## src/rtl/lal_count_sched_if.sv

```systemverilog
// Command/status bundle between the command source and the count scheduler.
// The master drives commands and keys; the slave returns registered count and status.
interface lal_count_sched_if #(
  parameter int unsigned CNT_W = 9,
  parameter int unsigned KEY_W = 4
);
  logic             start_pad;
  logic             hold_pad;
  logic             clr_pad;
  logic [CNT_W-1:0] limit_pad;
  logic [KEY_W-1:0] key_a_pad;
  logic [KEY_W-1:0] key_b_pad;
  logic [CNT_W-1:0] count_pad;
  logic             busy_pad;
  logic             done_pad;
  logic             reject_pad;
  logic             match_pad;

  modport master (
    output start_pad, hold_pad, clr_pad, limit_pad, key_a_pad, key_b_pad,
    input  count_pad, busy_pad, done_pad, reject_pad, match_pad
  );

  modport slave (
    input  start_pad, hold_pad, clr_pad, limit_pad, key_a_pad, key_b_pad,
    output count_pad, busy_pad, done_pad, reject_pad, match_pad
  );
endinterface

```

## src/rtl/lal_count_sched.sv

```systemverilog
// Key-gated start, count-to-limit scheduler with hold/pause and synchronous clear.
// All outputs come straight from flops.
module lal_count_sched #(
  parameter int unsigned CNT_W = 9,
  parameter int unsigned KEY_W = 4
) (
  input logic                   clk_pad,
  input logic                   rst_pad,
  lal_count_sched_if.slave      bus
);

  typedef enum logic [1:0] {StIdle, StRun, StPause, StDone} state_e;

  state_e           state_q, state_d;
  logic [CNT_W-1:0] count_q, count_d;
  logic [CNT_W-1:0] limit_q, limit_d;
  logic             busy_q, busy_d;
  logic             done_q, done_d;
  logic             reject_q, reject_d;
  logic             match_q;
  logic             keys_eq;

  assign keys_eq = (bus.key_a_pad == bus.key_b_pad);

  always_comb begin
    state_d  = state_q;
    count_d  = count_q;
    limit_d  = limit_q;
    reject_d = 1'b0;
    unique case (state_q)
      StIdle: begin
        if (bus.start_pad) begin
          if (keys_eq) begin
            limit_d = bus.limit_pad;
            count_d = '0;
            state_d = (bus.limit_pad == '0) ? StDone : StRun;
          end else begin
            reject_d = 1'b1;
          end
        end
      end
      StRun: begin
        // clr outranks hold: a clear never diverts into PAUSE
        if (bus.clr_pad) begin
          count_d = '0;
        end else if (bus.hold_pad) begin
          state_d = StPause;
        end else begin
          count_d = count_q + CNT_W'(1);
          if (count_d == limit_q) state_d = StDone;
        end
      end
      StPause: begin
        if (bus.clr_pad)   count_d = '0;
        if (!bus.hold_pad) state_d = StRun;
      end
      StDone: begin
        state_d = StIdle;
      end
      default: state_d = StIdle;
    endcase
    busy_d = (state_d == StRun) || (state_d == StPause);
    done_d = (state_d == StDone);
  end

  always_ff @(posedge clk_pad or posedge rst_pad) begin
    if (rst_pad) begin
      state_q  <= StIdle;
      count_q  <= '0;
      limit_q  <= '0;
      busy_q   <= 1'b0;
      done_q   <= 1'b0;
      reject_q <= 1'b0;
      match_q  <= 1'b0;
    end else begin
      state_q  <= state_d;
      count_q  <= count_d;
      limit_q  <= limit_d;
      busy_q   <= busy_d;
      done_q   <= done_d;
      reject_q <= reject_d;
      match_q  <= keys_eq;
    end
  end

  assign bus.count_pad  = count_q;
  assign bus.busy_pad   = busy_q;
  assign bus.done_pad   = done_q;
  assign bus.reject_pad = reject_q;
  assign bus.match_pad  = match_q;

endmodule

```

## src/flat_wrapper.sv

```systemverilog
// flat-port wrapper written by rule: the top's interface ports become plain ports
module lal_count_sched_flat 
#(
  parameter int unsigned CNT_W = 9,
  parameter int unsigned KEY_W = 4
)
  (clk_pad, rst_pad, bus_start_pad, bus_hold_pad, bus_clr_pad, bus_limit_pad, bus_key_a_pad, bus_key_b_pad, bus_count_pad, bus_busy_pad, bus_done_pad, bus_reject_pad, bus_match_pad);
  lal_count_sched_if #(.CNT_W(CNT_W), .KEY_W(KEY_W)) bus_i ();
  input logic clk_pad;
  input logic rst_pad;
  input wire logic [$bits(bus_i.start_pad)-1:0] bus_start_pad;
  input wire logic [$bits(bus_i.hold_pad)-1:0] bus_hold_pad;
  input wire logic [$bits(bus_i.clr_pad)-1:0] bus_clr_pad;
  input wire logic [$bits(bus_i.limit_pad)-1:0] bus_limit_pad;
  input wire logic [$bits(bus_i.key_a_pad)-1:0] bus_key_a_pad;
  input wire logic [$bits(bus_i.key_b_pad)-1:0] bus_key_b_pad;
  output wire logic [$bits(bus_i.count_pad)-1:0] bus_count_pad;
  output wire logic [$bits(bus_i.busy_pad)-1:0] bus_busy_pad;
  output wire logic [$bits(bus_i.done_pad)-1:0] bus_done_pad;
  output wire logic [$bits(bus_i.reject_pad)-1:0] bus_reject_pad;
  output wire logic [$bits(bus_i.match_pad)-1:0] bus_match_pad;
  assign bus_i.start_pad = bus_start_pad;
  assign bus_i.hold_pad = bus_hold_pad;
  assign bus_i.clr_pad = bus_clr_pad;
  assign bus_i.limit_pad = bus_limit_pad;
  assign bus_i.key_a_pad = bus_key_a_pad;
  assign bus_i.key_b_pad = bus_key_b_pad;
  assign bus_count_pad = bus_i.count_pad;
  assign bus_busy_pad = bus_i.busy_pad;
  assign bus_done_pad = bus_i.done_pad;
  assign bus_reject_pad = bus_i.reject_pad;
  assign bus_match_pad = bus_i.match_pad;
  lal_count_sched #(.CNT_W(CNT_W), .KEY_W(KEY_W)) u_core (.clk_pad(clk_pad), .rst_pad(rst_pad), .bus(bus_i));
endmodule
```

## config.mk

```make
export PLATFORM = sky130hd
export DESIGN_NAME = lal_count_sched_flat
export DESIGN_NICKNAME = d
export VERILOG_FILES = /design/src/rtl/lal_count_sched_if.sv /design/src/rtl/lal_count_sched.sv /design/src/flat_wrapper.sv
export SDC_FILE = /design/constraint.sdc
export NUM_CORES = 1
export LEC_CHECK = 0
export BUFFER_PORTS_ARGS = -buffer_cell sky130_fd_sc_hd__buf_2
export CORE_AREA = 2 2 56 58
export CTS_CLUSTER_SIZE = 28
export DETAILED_ROUTE_END_ITERATION = 10
export DIE_AREA = 0 0 58 60
export GPL_TIMING_DRIVEN = 0
export PLACE_DENSITY = 0.78
export SKIP_CTS_REPAIR_TIMING = 1
export SLEW_MARGIN = 20
export SYNTH_ARGS = -nofsm -noshare
export SYNTH_HDL_FRONTEND = slang
export SYNTH_SLANG_ARGS = --single-unit
```

## constraint.sdc

```tcl
create_clock -name clk_pad -period 2.95 [get_ports clk_pad]
set_clock_uncertainty 0.2 [all_clocks]
set_input_delay 0.1475 -clock clk_pad [delete_from_list [all_inputs] [get_ports clk_pad]]
set_output_delay 0.1475 -clock clk_pad [all_outputs]
set_load 0.02 [all_outputs]
```

==> out/metrics.cfg, run 1 <==
[status]
outcome=finished, final reports clean

[power_and_ir_drop]
p_per_area_nw_per_um2=704
peakVddDrop_mv=0.459
total_leakage_power_nw=0.853

[synthesis]
syn_nets=171
syn_inst=144
synth_seq_area_share=0.426
avgSynthCellArea_um2=9.80
syn_area_um2=1410
synth_warnings=0
synth-seq-cells=24
yosys.cell_types.count=35

[die]
core_um2=2900
die_h_um=60
die_area_um2=3480
fp.dieW_um=58
initial_utilization=0.486
num_rows=20
ios=35

[drt]
totalWireLength_mm=3.21
routed_via_density=5.40
ant_nets=0
via_count=1221
drc_errors=0
wl_per_cell_um=14.2
firstDrtPassIters=4
drt_iter0_markers=57

[layout]
multiInputGateArea_um2=768
nets=221
antenna_cells=0
finalNonFillerCells=226
areaGrowthSynthToFinish_pct=27.0
seqCellArea_um2=601
drive_gt1_frac=0.238
final_util=0.618
fillCellCount=244
final_area_um2=1790

[sta]
finalSetupViolCount=0
max_freq_mhz=360
relSlewSlack=0.399
slew_viol_final=0
worst_pin_slew_ps=901
timing.final.hold_violations=0
tns_ps=0
timing.final.crit_share=0.943
period_needed_ps=2780

[setup_path]
critPathRequiredTime_ps=2970
startpoint_type=register
crit_type=reg -> reg
critPathMaxFanout=6
worstPathArrival_ps=2800
end_kind=register

[cts]
htreeDepth=1
clock_latency_ps=320
cts_tree=yes
cts_sinks=24
clkSlewWorstSetupHoldPaths_ps=140
cts_buffer_depth=2
cts-buffers-inserted=3
clock-root-buffer=clkbuf_4

[hold_path]
hp-class=in -> reg

[grt]
grt_max_degree=25
met2_usage=0.377
met3_usage=0.0238
top_usage_layer=met2
grt_first_pass_wirelength_mm=5.31
grt_pass1_vias=1178
grt_overflow=0
gr-usage-met1=0.240
antenna_found_initial=0
grt_util_all_layers=0.199

[place]
dp_hpwl_mm=2.33
io_buffers=34
placed_cells=211
place_congestion=0.810
dpl-instance-area_um2=1620

[flow_run]
maxCapViolations=0

final timing paths:
kind	startpoint	cells past startpoint	slack, ps	endpoint
worst min register to register	u_core.limit_q[0]	1	320	u_core.limit_q[0]
min in group asynchronous	rst_pad	3	350	u_core.bus.reject_pad
max in group asynchronous	rst_pad	3	1650	u_core.bus.count_pad[8]
worst min-delay path	bus_key_b_pad[0]	3	40	u_core.bus.match_pad
worst max register to register	u_core.bus.count_pad[0]	8	170	u_core.bus.busy_pad
worst max-delay path	u_core.bus.count_pad[0]	8	170	u_core.bus.busy_pad
per-stage QoR:
| stage | setup slack, ps | hold WS [ps] | power, W |
|---|---|---|---|
| finish | 170 | 44.3 | 0.00126 |
| global route | -7.60 | 41.8 | 0.00136 |
| CTS | 151 | -172 | 0.00124 |
| detailed placement | 155 | 188 | 0.000998 |
| global placement | 180 | 158 | 0.000961 |
| floorplan | 354 | -37.9 | 0.000862 |
cells by family (layout without fill, tap and decap cells):
kind of cell,after synthesis,after routing,share of synthesized area
DFF,24,24,0.426
AOI/OAI and AO/OA,35,35,0.162
muxes,9,9,0.0718
buffers and inverters,11,60,0.0355
adders and majority gates,5,5,0.0443
and+or+nand+nor,44,44,0.161
xor gates and xnor gates,16,16,0.0993
cells in the mapped netlist, drive strengths merged:
master	n	area, um2
a2111oi	1	8.76
a211oi	2	15.0
a21o	1	7.51
a21oi	5	25.0
a22oi	1	7.51
a31oi	1	6.26
a32oi	1	8.76
and3	2	12.5
buf	2	16.3
clkbuf	3	11.3
dfrtp	24	601
ha	5	62.6
inv	6	22.5
mux2	9	101
nand2	10	37.5
nand2b	3	18.8
nand3	4	20.0
nand4	2	12.5
nor2	13	48.8
nor2b	2	12.5
nor3	2	10.0
nor4	3	33.8
o21ai	15	75.1
o22ai	2	12.5
o31ai	4	30.0
o41ai	2	32.5
or2	1	6.26
or3	1	6.26
or3b	1	8.76
xnor2	9	78.8
xor2	7	61.3
cell usage in the layout (no fill, tap or decap), drive strengths merged, types with 6 or more instances in the layout:
| master | n |
|---|---|
| buf | 36 |
| clkbuf | 6 |
| dfrtp | 24 |
| dlygate4sd3 | 11 |
| inv | 6 |
| mux2 | 9 |
| nand2 | 10 |
| nor2 | 13 |
| o21ai | 15 |
| xnor2 | 9 |
| xor2 | 7 |
flip-flops by register name, summed over array words and instances, names as in the netlist:
name / flops
u_core.limit_q: 9
u_core.bus.reject_pad: 1
u_core.bus.done_pad: 1
u_core.bus.match_pad: 1
u_core.state_q: 2
u_core.bus.busy_pad: 1
u_core.bus.count_pad: 9
layer usage:
metal / vias to the layer above / wire (um)
li1: 610 / -
met1: 579 / 1330
met2: 30 / 1750
met3: 2 / 119
met4: 0 / 10
met5: - / 0
layout make-up:
cell class	count	area share
multi-input combinational	109	0.428
sequential	24	0.335
timing repair buffer	45	0.156
tap	33	0.0230
clock inverter	1	0.0167
buffer	5	0.0154
clock buffer	3	0.0126
inverter	6	0.0126
power by group:
group,switching [W],internal (W)
clock,0.000106,0.000137
sequential,0.0000714,0.000426
combinational,0.000289,0.000233
worst max-delay path: stages, from the launching register on:
cell and delay, ps:
dfrtp_1 460, ha_1 340, xor2_1 150, a2111oi_0 370, nand2_1 100, nor4_1 290, nand4_1 240, a32oi_2 270
ha_1 260
Power figures use the tool's default switching activity.
==> inputs of run 2 (changes only) <==
Settings changed: REMOVE_ABC_BUFFERS set to 1.
==> run 2 against run 1 <==
Net effect:
- non-clock buffer count fell by 5
- largest cell class unchanged
- register-to-register slack worse by 30 ps
- clock power down 29%
- wire length grew 0.47%
- worst setup slack worse by 28 ps
- critical endpoint unchanged
- power down 5.6%
- die area unchanged
- cell area shrank 2.3%
- core utilization down 1.4 points
==> out/metrics.cfg, run 2 (same netlist as run 1, synthesis figures left out) <==
[cts]
cts_buffer_depth=2  ; unchanged
cts_sinks=24  ; unchanged
cts_tree=yes  ; unchanged
htreeDepth=1  ; unchanged
clock_latency_ps=320  ; about the same
cts-buffers-inserted=3  ; unchanged
clkSlewWorstSetupHoldPaths_ps=130  ; was 140 ps
clock-root-buffer=clkbuf_4  ; unchanged

[place]
io_buffers=34  ; unchanged
dp_hpwl_mm=2.39  ; was 2.33 mm
pre_cts_slack_ps=33.3  ; was 155 ps
place_congestion=0.851  ; was 0.810
dpl-instance-area_um2=1600  ; was 1620 um2

[drt]
drt_iter0_markers=29  ; was 57
ant_nets=0  ; unchanged
totalWireLength_mm=3.23  ; was 3.21 mm
routed_via_density=5.61  ; was 5.40
wl_per_cell_um=14.6  ; was 14.2 um
drc_errors=0  ; unchanged
via_count=1240  ; was 1221
firstDrtPassIters=4  ; unchanged

[sta]
worst_slack_ps=142  ; was 170 ps
holdWs_ps=31.0  ; was 44.3 ps
slew_viol_final=0  ; unchanged
timing.final.hold_violations=0  ; unchanged
rsz0062_at_grt=yes
finalSetupViolCount=0  ; unchanged
max_freq_mhz=356  ; was 360 MHz
timing.final.crit_share=0.952  ; was 0.943
worst_pin_slew_ps=900  ; was 901 ps
period_needed_ps=2810  ; was 2780 ps
relSlewSlack=0.399  ; about the same

[layout]
antenna_cells=0  ; unchanged
final_area_um2=1750  ; was 1790 um2
final_common_cell=buf_2  ; unchanged
nets=216  ; was 221
drive_gt1_frac=0.239  ; was 0.238
areaGrowthSynthToFinish_pct=24.1  ; was 27.0%
final_util=0.603  ; was 0.618
final_cell_mix=buf_2, dfrtp_1, nor2_1  ; unchanged

[die]
die_area_um2=3480  ; unchanged
num_rows=20  ; unchanged
die_h_um=60  ; unchanged
ios=35  ; unchanged
fp.dieW_um=58  ; unchanged
initial_utilization=0.486  ; unchanged
core_um2=2900  ; unchanged

[flow_run]
maxCapViolations=0  ; unchanged

[setup_path]
cp_num_buf_inv=0  ; unchanged
worstPathArrival_ps=2830  ; was 2800 ps
end_kind=register  ; unchanged
reg2regPathDepth=8  ; unchanged
critPathRequiredTime_ps=2970  ; about the same
endpoint=u_core.bus.busy_pad  ; unchanged
r2r_start=u_core.bus.count_pad[0]  ; unchanged
path_delay_family=simple AND/OR/NAND/NOR gates  ; was compound AO/OA/AOI/OAI gates
path_common_cell=ha_1  ; unchanged
startpoint_type=register  ; unchanged
path_cells=ha_1 -> xor2_1 -> a2111oi_1 -> nand2_1 -> nor4_1 -> nand4_1 -> a32oi_2 -> ha_1  ; was ha_1 -> xor2_1 -> a2111oi_0 -> nand2_1 -> nor4_1 -> nand4_1 -> a32oi_2 -> ha_1
cp-startpoint=u_core.bus.count_pad[0]  ; unchanged
reg2reg_to=u_core.bus.busy_pad  ; unchanged
critPathSlowestCell=dfrtp_1  ; unchanged
cpPeakStageDelay_ps=460  ; about the same
critPathMaxFanout=6  ; unchanged
r2r_slack_ps=140  ; was 170 ps
crit_cells=8  ; unchanged
crit_type=reg -> reg  ; unchanged

[power_and_ir_drop]
p_per_area_nw_per_um2=680  ; was 704 nW/um2
total_power_w=0.00119  ; was 0.00126 W
total_leakage_power_nw=0.834  ; was 0.853 nW
peakVddDrop_mv=0.437  ; was 0.459 mV

[grt]
antenna_found_initial=0  ; unchanged
grt_pass1_vias=1136  ; was 1178
grt_util_all_layers=0.188  ; was 0.199
grt_max_degree=25  ; unchanged
grt_first_pass_wirelength_mm=4.92  ; was 5.31 mm
grt_overflow=0  ; unchanged

[hold_path]
hp-class=in -> reg  ; unchanged
hp-start=bus_hold_pad  ; was bus_key_b_pad[0]

[status]
outcome=finished, final reports clean  ; unchanged

[run 2: changes by cell type in the layout (fill, tap and decap cells not counted)]
| cell | change |
|---|---|
| clkbuf_1 | -3 |
| and3_1 | -1 |
| buf_2 | -1 |
| and3_2 | +1 |
| a2111oi_0 | -1 |
| buf_6 | -1 |
| a2111oi_1 | +1 |
| bufinv_16 | -1 |
| clkbuf_8 | +1 |
[run 2: worst register-to-register path, stage by stage (launching register included)]
cell       delay [ps]
dfrtp_1           460
ha_1              350
xor2_1            170
a2111oi_1         370
nand2_1            90
nor4_1            300
nand4_1           250
a32oi_2           260
ha_1              260
[run 2: worst min path at each step]
stage / to / cells after the start
2_1_floorplan: u_core.bus.busy_pad / 1
3_3_place_gp: u_core.bus.busy_pad / 2
3_5_place_dp: u_core.bus.busy_pad / 2
4_1_cts: u_core.bus.busy_pad / 2
5_1_grt: u_core.state_q[1] / 3
6_report: u_core.state_q[1] / 3
[run 2: stage by stage]
stage               TNS [ps]  cells
finish                     0    221
global placement           0    206
global route           -45.8    221
floorplan                  0    139
detailed placement         0    206
CTS                        0    210
[run 2: area by class of cell]
cell class / instances / area [um2]
multi-input cells: 109 / 771
repair buffers: 45 / 280
clock buffers: 4 / 36.3
fillers: 246 / 1150
inverters: 6 / 22.5
flip-flops and latches: 24 / 601
well taps: 33 / 41.3
[run 2: report_power, final]
group | switching [W] | internal (W) | total, W
clock | 0.0000970 | 0.0000755 | 0.000173
sequential | 0.0000712 | 0.000426 | 0.000497
combinational | 0.000292 | 0.000230 | 0.000522
total | 0.000460 | 0.000731 | 0.00119
[run 2: routing by layer]
| layer | GRT usage | up-vias | wire, um |
|---|---|---|---|
| met5 | 0 | - | 0 |
| met1 | 0.221 | 578 | 1270 |
| li1 | - | 602 | - |
| met4 | 0.0963 | 0 | 91 |
| met2 | 0.339 | 51 | 1690 |
| met3 | 0.0195 | 9 | 174 |
==> inputs of run 3 (changes only) <==
Settings changed: CORE_AREA 2 2 56 58 to 2 2 54 56, DIE_AREA 0 0 58 60 to 0 0 56 58, PLACE_DENSITY 0.78 to 0.83, TNS_END_PERCENT set to 50.
Clock period 2.95 ns to 3.3 ns, I/O delays scaled along.
==> run 3 against run 2 <==
Net effect:
- combinational power fell by 14%
- non-clock buffer count unchanged
- global-route usage rose by 0.96 points
- cell area decreased by 0.71%
- register-to-register slack gained 290 ps
- worst setup slack improved by 290 ps
- core utilization increased by 5.0 points
- cell count fell by 0.90%
- count of clock-buffer cells in the layout unchanged
- critical path depth fell by 2
- critical endpoint is now u_core.bus.count_pad[7]
- largest power group unchanged
==> out/metrics.cfg, run 3 (same netlist as run 1, synthesis figures left out) <==
[place]
dp_hpwl_mm=2.29  ; was 2.39 mm
place_congestion=0.871  ; was 0.851
io_buffers=34  ; unchanged
dpl-instance-area_um2=1590  ; was 1600 um2
placed_cells=204  ; was 206

[sta]
finalSetupViolCount=0  ; unchanged
period_needed_ps=2870  ; was 2810 ps
worst_pin_slew_ps=881  ; was 900 ps
relSlewSlack=0.412  ; was 0.399
slew_viol_final=0  ; unchanged
rsz0062_at_grt=no  ; was yes
timing.final.hold_violations=0  ; unchanged
tns_ps=0  ; unchanged
max_freq_mhz=349  ; was 356 MHz
timing.final.crit_share=0.869  ; was 0.952

[cts]
cts_tree=yes  ; unchanged
clock-root-buffer=clkbuf_4  ; unchanged
cts_sinks=24  ; unchanged
clkSlewWorstSetupHoldPaths_ps=140  ; was 130 ps
cts_buffer_depth=2  ; unchanged
cts-buffers-inserted=3  ; unchanged
htreeDepth=1  ; unchanged
clock_latency_ps=310  ; was 320 ps

[setup_path]
worstPathArrival_ps=2880  ; was 2830 ps
reg2reg_to=u_core.bus.count_pad[7]  ; was u_core.bus.busy_pad
critPathSlowestCell=and3_1  ; was dfrtp_1
critPathMaxFanout=11  ; was 6
r2r_start=u_core.state_q[0]  ; was u_core.bus.count_pad[0]
cp_num_buf_inv=1  ; was 0
startpoint_type=register  ; unchanged
path_delay_family=simple AND/OR/NAND/NOR gates  ; unchanged
reg2regPathDepth=6  ; was 8
path_cells=inv_1 -> ha_1 -> and3_1 -> o22ai_1 -> or2_1 -> o41ai_2  ; was ha_1 -> xor2_1 -> a2111oi_1 -> nand2_1 -> nor4_1 -> nand4_1 -> a32oi_2 -> ha_1
end_kind=register  ; unchanged
critPathRequiredTime_ps=3320  ; was 2970 ps
cpPeakStageDelay_ps=510  ; was 460 ps
r2r_slack_ps=430  ; was 140 ps
crit_type=reg -> reg  ; unchanged

[hold_path]
hold_path_end=u_core.state_q[1]  ; unchanged
hp-start=bus_hold_pad  ; unchanged
hp-class=in -> reg  ; unchanged
whs_path_depth=3  ; unchanged

[die]
core_um2=2660  ; was 2900 um2
num_rows=19  ; was 20
die_area_um2=3250  ; was 3480 um2
ios=35  ; unchanged
die_h_um=58  ; was 60 um
initial_utilization=0.530  ; was 0.486
fp.dieW_um=56  ; was 58 um

[layout]
nets=216  ; unchanged
areaGrowthSynthToFinish_pct=23.2  ; was 24.1%
final_util=0.653  ; was 0.603
final_common_cell=buf_2  ; unchanged
final_cell_mix=buf_2, dfrtp_1, nor2_1  ; unchanged
finalNonFillerCells=219  ; was 221
drive_gt1_frac=0.229  ; was 0.239
final_area_um2=1740  ; was 1750 um2
antenna_cells=0  ; unchanged

[grt]
grt_max_degree=25  ; unchanged
grt_overflow=0  ; unchanged
grt_pass1_vias=1128  ; was 1136
antenna_found_initial=0  ; unchanged
grt_util_all_layers=0.198  ; was 0.188
grt_first_pass_wirelength_mm=5.08  ; was 4.92 mm

[status]
outcome=finished, final reports clean  ; unchanged

[drt]
drc_errors=0  ; unchanged
drt_iter0_markers=33  ; was 29
ant_nets=0  ; unchanged
via_count=1232  ; was 1240
wl_per_cell_um=14.1  ; was 14.6 um
totalWireLength_mm=3.09  ; was 3.23 mm
routed_via_density=5.63  ; was 5.61
firstDrtPassIters=4  ; unchanged

[power_and_ir_drop]
p_per_area_nw_per_um2=602  ; was 680 nW/um2
total_leakage_power_nw=0.834  ; about the same
total_power_w=0.00105  ; was 0.00119 W
peakVddDrop_mv=0.450  ; was 0.437 mV

[flow_run]
maxCapViolations=0  ; unchanged

[run 3: worst max path at each step]
stage / start / end / slack [ps] / cells past startpoint
4_1_cts: u_core.bus.count_pad[0] / u_core.bus.busy_pad / 440 / 8
6_report: u_core.state_q[0] / u_core.bus.count_pad[7] / 430 / 6
2_1_floorplan: u_core.bus.count_pad[0] / u_core.bus.busy_pad / 700 / 8
3_5_place_dp: u_core.bus.count_pad[0] / u_core.bus.busy_pad / 450 / 8
3_3_place_gp: u_core.bus.count_pad[0] / u_core.bus.busy_pad / 540 / 8
5_1_grt: u_core.state_q[0] / u_core.bus.count_pad[7] / 200 / 6
[run 3: worst register-to-register path: stages (launching register included)]
cell,delay (ps)
dfrtp_1,440
inv_1,100
ha_1,360
and3_1,510
o22ai_1,360
or2_1,450
o41ai_2,360
[run 3: layout make-up]
class                   instances  area [um2]
inverters                       6        22.5
clock buffers                   4        36.3
multi-input cells             109         761
repair buffers                 45         280
flip-flops and latches         24         601
fillers                       217         923
well taps                      31        38.8
[run 3: layer usage]
layer	track usage	share of wire
met3	0.0268	0.053
met5	0	0
met2	0.353	0.51
met4	0.0510	0.016
met1	0.255	0.42
[run 3: stage by stage]
step                      setup slack (ps)  hold slack [ps]
after floorplan                        704            -20.4
after global placement                 544              183
after detailed placement               454              202
after CTS                              438             -145
after global routing                   197             54.4
final                                  433             49.8
[run 3: power by group]
group          switching [W]  total, W  leakage [nW]  internal (W)
logic               0.000248  0.000449         0.495      0.000201
registers          0.0000618  0.000442         0.318      0.000380
clock network      0.0000882  0.000155        0.0210     0.0000673
total               0.000398   0.00105         0.834      0.000649
